## src/rtl/systolic_feed_sequencer.sv

```systemverilog
// Tile sequencer for the skew stage: clear, feed NUM_ROWS rows, drain with zero rows, pulse DONE.
// Handshake is combinational (zero latency); STALL freezes SETUP_EN and IN_READY in FEED/DRAIN.
module systolic_feed_sequencer #(
    parameter int SA_LENGTH     = 256,
    parameter int ROW_CNT_WIDTH = 16,
    parameter int DRAIN_EXTRA   = 0
) (
    input  logic                     CLK,
    input  logic                     ASYNC_RST,
    input  logic                     START,
    input  logic                     ABORT,
    input  logic [ROW_CNT_WIDTH-1:0] NUM_ROWS,
    input  logic                     STALL,
    input  logic                     IN_VALID,
    output logic                     IN_READY,
    output logic                     SETUP_EN,
    output logic                     SETUP_SYNC_RST,
    output logic                     ZERO_IN,
    output logic                     BUSY,
    output logic                     DONE,
    output logic [ROW_CNT_WIDTH-1:0] ROWS_ACCEPTED
);

    localparam int DCW = $clog2(SA_LENGTH + DRAIN_EXTRA) + 1;
    localparam logic [DCW-1:0] DRAIN_LEN = DCW'(SA_LENGTH - 1 + DRAIN_EXTRA);

    typedef enum logic [2:0] {
        IDLE   = 3'd0,
        CLEAR  = 3'd1,
        FEED   = 3'd2,
        DRAIN  = 3'd3,
        FINISH = 3'd4
    } state_t;

    state_t                   state_q, state_d;
    logic [ROW_CNT_WIDTH-1:0] num_rows_q, num_rows_d;
    logic [ROW_CNT_WIDTH-1:0] rows_acc_q, rows_acc_d;
    logic [DCW-1:0]           drain_cnt_q, drain_cnt_d;

    always_ff @(posedge CLK or negedge ASYNC_RST) begin
        if (!ASYNC_RST) begin
            state_q     <= IDLE;
            num_rows_q  <= '0;
            rows_acc_q  <= '0;
            drain_cnt_q <= '0;
        end else begin
            state_q     <= state_d;
            num_rows_q  <= num_rows_d;
            rows_acc_q  <= rows_acc_d;
            drain_cnt_q <= drain_cnt_d;
        end
    end

    always_comb begin
        state_d        = state_q;
        num_rows_d     = num_rows_q;
        rows_acc_d     = rows_acc_q;
        drain_cnt_d    = drain_cnt_q;
        IN_READY       = 1'b0;
        SETUP_EN       = 1'b0;
        BUSY           = (state_q != IDLE);
        DONE           = (state_q == FINISH);
        ZERO_IN        = (state_q == DRAIN);
        SETUP_SYNC_RST = (state_q == CLEAR) || (BUSY && ABORT);

        case (state_q)
            IDLE: begin
                if (START) begin
                    num_rows_d  = NUM_ROWS;
                    rows_acc_d  = '0;
                    drain_cnt_d = '0;
                    state_d     = CLEAR;
                end
            end
            CLEAR: begin
                state_d = (num_rows_q != '0) ? FEED : FINISH;
            end
            FEED: begin
                IN_READY = !STALL;
                SETUP_EN = IN_VALID && !STALL;
                if (SETUP_EN) begin
                    if (rows_acc_q < num_rows_q) begin
                        rows_acc_d = rows_acc_q + ROW_CNT_WIDTH'(1);
                    end
                    // Last row: skip DRAIN entirely when there is nothing to flush.
                    if (rows_acc_q + ROW_CNT_WIDTH'(1) == num_rows_q) begin
                        state_d = (DRAIN_LEN == '0) ? FINISH : DRAIN;
                    end
                end
            end
            DRAIN: begin
                SETUP_EN = !STALL;
                if (SETUP_EN) begin
                    drain_cnt_d = drain_cnt_q + DCW'(1);
                    if (drain_cnt_d == DRAIN_LEN) begin
                        state_d = FINISH;
                    end
                end
            end
            FINISH: begin
                state_d = IDLE;
            end
            default: begin
                state_d = IDLE;
            end
        endcase

        // Abort wins over everything; no row is consumed in the abort cycle.
        if (BUSY && ABORT) begin
            state_d     = IDLE;
            IN_READY    = 1'b0;
            SETUP_EN    = 1'b0;
            rows_acc_d  = rows_acc_q;
            drain_cnt_d = drain_cnt_q;
        end
    end

    assign ROWS_ACCEPTED = rows_acc_q;

endmodule

```

## config.mk

```make
export PLATFORM = sky130hd
export DESIGN_NAME = systolic_feed_sequencer
export DESIGN_NICKNAME = d
export VERILOG_FILES = /design/src/rtl/systolic_feed_sequencer.sv
export SDC_FILE = /design/constraint.sdc
export NUM_CORES = 1
export LEC_CHECK = 0
export ABC_CLOCK_PERIOD_IN_PS = 7250
export CAP_MARGIN = 20
export CORE_UTILIZATION = 45
export CTS_CLUSTER_SIZE = 25
export DETAILED_ROUTE_END_ITERATION = 6
export PLACE_DENSITY = 0.77
export SLEW_MARGIN = 30
export SYNTH_ARGS = -nofsm -noshare
export SYNTH_HDL_FRONTEND = slang
export SYNTH_SLANG_ARGS = --single-unit
```

## constraint.sdc

```tcl
create_clock -name CLK -period 7.25 [get_ports CLK]
set_clock_uncertainty 0.2 [all_clocks]
set_input_delay 0.725 -clock CLK [delete_from_list [all_inputs] [get_ports CLK]]
set_output_delay 0.725 -clock CLK [all_outputs]
set_load 0.03 [all_outputs]
```

==> results of run 1 <==
[placed cells by master, fill, tap and decap left out, drive strengths merged, types with 4 or more instances in the layout]
| cell | n |
|---|---|
| a21oi | 12 |
| and2 | 4 |
| and3 | 6 |
| buf | 4 |
| clkbuf | 6 |
| clkdlybuf4s50 | 42 |
| dfrtp | 44 |
| ha | 19 |
| inv | 26 |
| nand2 | 37 |
| nand3 | 12 |
| nand4 | 9 |
| nor2 | 23 |
| nor2b | 4 |
| nor3 | 13 |
| nor4 | 7 |
| o21ai | 44 |
| o22a | 5 |
| o31ai | 10 |
| o41ai | 12 |
| or3 | 5 |
| xnor2 | 12 |
| xor2 | 10 |
[layout make-up]
class                           count  share of cell area
Clock buffer                        6              0.0216
Clock inverter                      2              0.0102
Inverter                           26              0.0255
Multi-Input combinational cell    286               0.505
Sequential cell                    44               0.288
Tap cell                           96              0.0314
Timing Repair Buffer               46               0.118
[worst reg2reg max path: stages (launching register included)]
cell and delay (ns):
dfrtp_1 0.48, inv_1 0.13, ha_1 0.31, o21ai_0 0.10, a21oi_1 0.29, a21boi_2 0.15, nor2b_1 0.75, or3_1 0.39
o21ai_1 0.11
[Yosys cell counts, drive strengths merged (2+ instances only)]
cell     instances  share of area
clkbuf          11          0.013
a31oi            2         0.0039
a21oi           12          0.019
nor2            23          0.032
or3              5         0.0097
o22ai            2         0.0039
nor2b            4         0.0077
and3             6          0.012
a211oi           2         0.0062
nor4             7          0.015
xnor2           12          0.032
o21a             2         0.0046
nor3            13          0.022
ha              19          0.073
a211o            2         0.0054
and4             3         0.0081
nand3           12          0.019
a2111oi          3         0.0085
o31ai           10          0.023
nand4            9          0.019
o21ai           44          0.069
dfrtp           44           0.34
or3b             2         0.0054
a41oi            2         0.0054
nand2           37          0.043
o41ai           12          0.042
buf             10          0.022
a21o             2         0.0046
or2              2         0.0039
nor3b            3         0.0069
and2             4         0.0077
inv             26          0.030
o22a             5          0.014
xor2            10          0.027
mux2             2         0.0069
[kinds of logic (layout without fill, tap and decap cells)]
| family | after synthesis | count (layout) | share of synthesized area |
|---|---|---|---|
| simple gates | 133 | 133 | 0.218 |
| compound gates | 109 | 109 | 0.234 |
| buf+inv | 47 | 80 | 0.0649 |
| flops | 44 | 44 | 0.340 |
| xor+xnor | 22 | 22 | 0.0595 |
| fa+ha+maj | 20 | 20 | 0.0764 |
| mux | 2 | 2 | 0.00695 |
[worst min path at each step]
stage | startpoint | to | slack (ns) | depth (start not counted)
detailed placement | drain_cnt_q[8] | drain_cnt_q[8] | 0.31 | 1
global route | ASYNC_RST | ROWS_ACCEPTED[4] | 0.27 | 1
floorplan | ASYNC_RST | ROWS_ACCEPTED[0] | 0.23 | 0
CTS | ASYNC_RST | drain_cnt_q[1] | 0.24 | 1
global placement | drain_cnt_q[8] | drain_cnt_q[8] | 0.30 | 1
finish | ASYNC_RST | num_rows_q[10] | 0.20 | 1
[state kept, by name, summed over array words and instances (netlist names)]
name and count:
ROWS_ACCEPTED 16, num_rows_q 16, drain_cnt_q 9, state_q 3
[through the flow]
step / area [µm²] / setup WS, ns / utilization
2_1_floorplan: 3240 / 4.48 / -
3_3_place_gp: 3690 / 3.81 / 0.537
3_5_place_dp: 3700 / 3.78 / 0.538
4_1_cts: 3820 / 3.66 / 0.556
5_1_grt: 3820 / 3.54 / 0.556
6_report: 3820 / 3.66 / 0.556
[power by group through the flow]
| stage | Combinational [µW] | Clock, µW | Sequential, µW |
|---|---|---|---|
| 6_report | 339 | 209 | 358 |
| 5_1_grt | 378 | 215 | 364 |
| 4_1_cts | 337 | 209 | 355 |
| 3_5_place_dp | 336 | 0 | 361 |
| 3_3_place_gp | 327 | 0 | 358 |
| 2_1_floorplan | 244 | 0 | 340 |
[layer usage]
metal | share of wire | global-route usage
met4 | 0.028 | 0.0985
met5 | 0 | 0
met1 | 0.45 | 0.348
met2 | 0.46 | 0.395
met3 | 0.057 | 0.0351
==> flow_summary.ini, run 1 <==
[detailed_routing]
drc_errors = 0
first_pass_iters = 5
routed_wl_mm = 8.73
wl_per_cell_um = 17.2
vias = 3053
via_per_inst = 6.03
drtAntennaViolNets = 0
drt_iter0_markers = 288

[run]
maxCapViolCount = 0

[cts]
cts.reportedPaths.clkPinSlew_ns = 0.09
h-tree-depth = 2
post-cts-setup-buffers = 0
cts-root-buf = clkbuf_8
cts_buffers = 5
cts_sinks = 44
clk_latency_ns = 0.31
cts_tree = built
cts_max_path_buffers = 2
post_cts_resized = 0
postCtsHoldBufs = 0

[floorplan]
io_pins = 44
die_height_um = 86.9
dieWidth_um = 86.9
initial_core_util = 0.472
die_area_um2 = 7540
rows = 30
core_um2 = 6870

[placement]
dp_hpwl_mm = 6.42
io_buffers = 43
gp_congestion = 1.02
dp.cells = 498

[power_and_ir_drop]
cellLeakagePower_uw = 0.00159
intPower_uw = 544
combPwrFrac = 0.374
p_per_area_nw_per_um2 = 237
p_switching_uw = 362
seq_power_share = 0.395
pwr-share-clk = 0.231
fin_total_pwr_uw = 906
peakVddDrop_uv = 141
swShare = 0.400

[synthesis]
yosys_warnings = 0
postSynthAreaPerCell_um2 = 8.60
syn-num-nets = 418
synth_area_um2 = 3240
synth-edff-count = 0
yosysSeqAreaShare = 0.340
syn_inst = 377
yosysUniqueCellTypes = 60
dominantRegCellSynth = dfrtp_1
synth_seq_cells = 44
async_reset_ff_frac = 1.00

[critical_path]
critPathMaxStageDelay_ns = 0.69
rr_startpoint = num_rows_q[12]
r2r_slack_ns = 4.21
critPathRequiredTime_ns = 6.32
cp-end-kind = output port
critPathLaunch = state_q[1]
cp_num_cells = 5
cpMaxStageDelayCell = or3b_1
r2r.worst_path.cells = 8
crit_path_end = SETUP_EN
crit_chain = or3b_1 > nor2_8 > nand2_1 > a21oi_1 > clkdlybuf4s50_1
regToRegEndpoint = ROWS_ACCEPTED[8]
crit_fanout = 15
path_delay_family = simple AND/OR/NAND/NOR gates
arrival_ns = 2.66
critPathBufInv = 1
critPathLaunchType = flip-flop
critPathKind = reg2out

[sta]
relSlewSlack = 0.379
setup_viol = 0
whs_ns = 0.205
rsz0062_at_grt = no
hold_viol_final = 0
min_period_over_period = 0.495
worst_pin_slew_ns = 0.930
setup_tns_ns = 0
fmax_ghz = 0.279
min_period_ns = 3.59
report.final.slew_viol_count = 0

[grt]
grt_usage = 0.250
grt_pass1_vias = 2874
grt.overflow.total = 0
antenna_found_initial = 0
grt_pass1_wl_mm = 14.6
grt_max_degree = 45

[cells_and_area]
layoutNonFillerInstCount = 506
layout-drive-gt1-share = 0.0683
nets = 450
multi_input_area_um2 = 1930
nFillCells = 633
area_growth_pct = 17.9
seq_area_um2 = 1100
diodes = 0

[hold_path]
hp-class = in2async

[run_status]
outcome = finished clean
No activity file was read; power rests on OpenSTA's default activity.
==> inputs of run 2 (changes only) <==
ABC_CLOCK_PERIOD_IN_PS = 3000   (was 7250)
PLACE_DENSITY = 0.8   (was 0.77)
clock period = 3 ns   (was 7.25 ns; I/O delays follow)
==> flow_summary.ini, run 2 (synthesis results as in run 1) <==
[run_status]
outcome = finished clean

[cts]
cts_max_path_buffers = 2
cts.reportedPaths.clkPinSlew_ns = 0.10
post-cts-setup-buffers = 0
h-tree-depth = 2
cts_sinks = 44
cts_tree = built
cts-root-buf = clkbuf_8
clk_latency_ns = 0.31
cts_buffers = 5

[detailed_routing]
drtAntennaViolNets = 0
first_pass_iters = 5
vias = 3159
wl_per_cell_um = 17.3
drt_iter0_markers = 285
drc_errors = 0
routed_wl_mm = 9.02
via_per_inst = 6.05

[power_and_ir_drop]
fin_total_pwr_uw = 2210
peakVddDrop_uv = 379
p_per_area_nw_per_um2 = 560
cellLeakagePower_uw = 0.00167

[cells_and_area]
design_area_um2 = 3940
area_growth_pct = 21.6
nets = 466
nFillCells = 634
diodes = 0
final_common_cell = dfrtp_1
most-common-layout-cells = 44 x dfrtp_1, 42 x clkdlybuf4s50_1, 38 x o21ai_0, 37 x nand2_1, 26 x inv_1
layout-drive-gt1-share = 0.103

[floorplan]
die_height_um = 86.9
rows = 30
initial_core_util = 0.472
die_area_um2 = 7540
io_pins = 44
core_um2 = 6870
dieWidth_um = 86.9

[sta]
report.final.slew_viol_count = 0
setup_tns_ns = 0
rsz0062_at_grt = no
worst_pin_slew_ns = 0.742
setup_viol = 0
hold_viol_final = 0
fmax_ghz = 0.353
relSlewSlack = 0.501
min_period_ns = 2.84
min_period_over_period = 0.946

[run]
maxCapViolCount = 0

[critical_path]
crit_fanout = 10
rr_startpoint = num_rows_q[15]
critPathLaunch = state_q[0]
arrival_ns = 2.34
critPathKind = reg2out
critPathLaunchType = flip-flop
cp-end-kind = output port
critPathRequiredTime_ns = 2.50

[hold_path]
worstHoldStart = drain_cnt_q[7]
hp-class = reg2reg

[grt]
grt_usage = 0.255
grt.overflow.total = 0
grt_pass1_wl_mm = 14.8
antenna_found_initial = 0
grt_pass1_vias = 2956
grt_max_degree = 45

[placement]
io_buffers = 43
gp_congestion = 1.04
dp_hpwl_mm = 6.76
dpl_cell_area_um2 = 3810
==> run 2: cell count changes in the layout (fill, tap and decap cells not counted) <==
cell	previous run	this run
buf_4	4	19
clkbuf_8	6	5
clkinv_4	1	2
dlygate4sd3_1	0	1
or3b_1	2	1
or3b_4	0	1
==> run 2: path summary, 6_finish.rpt <==
path                                     to  slack, ns  depth (start not counted)
min in group asynchronous    num_rows_q[13]       0.33                          2
max in group asynchronous  ROWS_ACCEPTED[3]       1.87                          2
min reg2reg                  drain_cnt_q[7]       0.32                          1
max                                SETUP_EN       0.16                          5
max reg2reg                ROWS_ACCEPTED[7]       0.28                          6
min                          drain_cnt_q[7]       0.32                          1
==> run 2: metal layers <==
layer,vias to the layer above,global-route usage,part of all wire
met5,-,0,0
met4,0,0.0894,0.020
met3,19,0.0322,0.048
met2,123,0.414,0.46
met1,1536,0.350,0.47
li1,1481,-,-
==> run 2: what timing repair did <==
| item | CTS | global route |
|---|---|---|
| hold buffers | 1 | 0 |
| setup endpoints to repair | 0 | 1 |
| endpoints found under the hold margin | 44 | 0 |
| gates resized for setup | 0 | 1 |
==> run 2: metrics by stage <==
stage	utilization	std cells	setup slack (ns)	hold slack [ns]
2_1_floorplan	-	377	0.345	-0.196
3_3_place_gp	0.554	513	0.346	0.296
3_5_place_dp	0.555	513	0.297	0.141
4_1_cts	0.573	522	0.0169	0.320
5_1_grt	0.574	522	0.0369	0.342
6_report	0.574	522	0.163	0.318
==> run 2: layout make-up <==
cell class	instances	area, µm²	share of cell area
clock buffer	5	68.8	0.0175
tap	96	120	0.0305
clock inverter	3	47.5	0.0121
sequential	44	1100	0.279
multi-input combinational	286	1930	0.490
inverter	26	97.6	0.0248
timing repair buffer	62	573	0.145
==> run 2: critical path: stages, from the launching register on <==
cell and delay, ns:
dfrtp_1 0.49, or3b_4 0.52, nor2_8 0.14, nand2_1 0.06, a21oi_1 0.14, clkdlybuf4s50_1 0.69
==> run 2: where the power goes <==
| part | switching [µW] | leakage (µW) | internal (µW) |
|---|---|---|---|
| Clock | 236 | 0.0000583 | 251 |
| Sequential | 141 | 0.000585 | 702 |
| Combinational | 510 | 0.00102 | 367 |
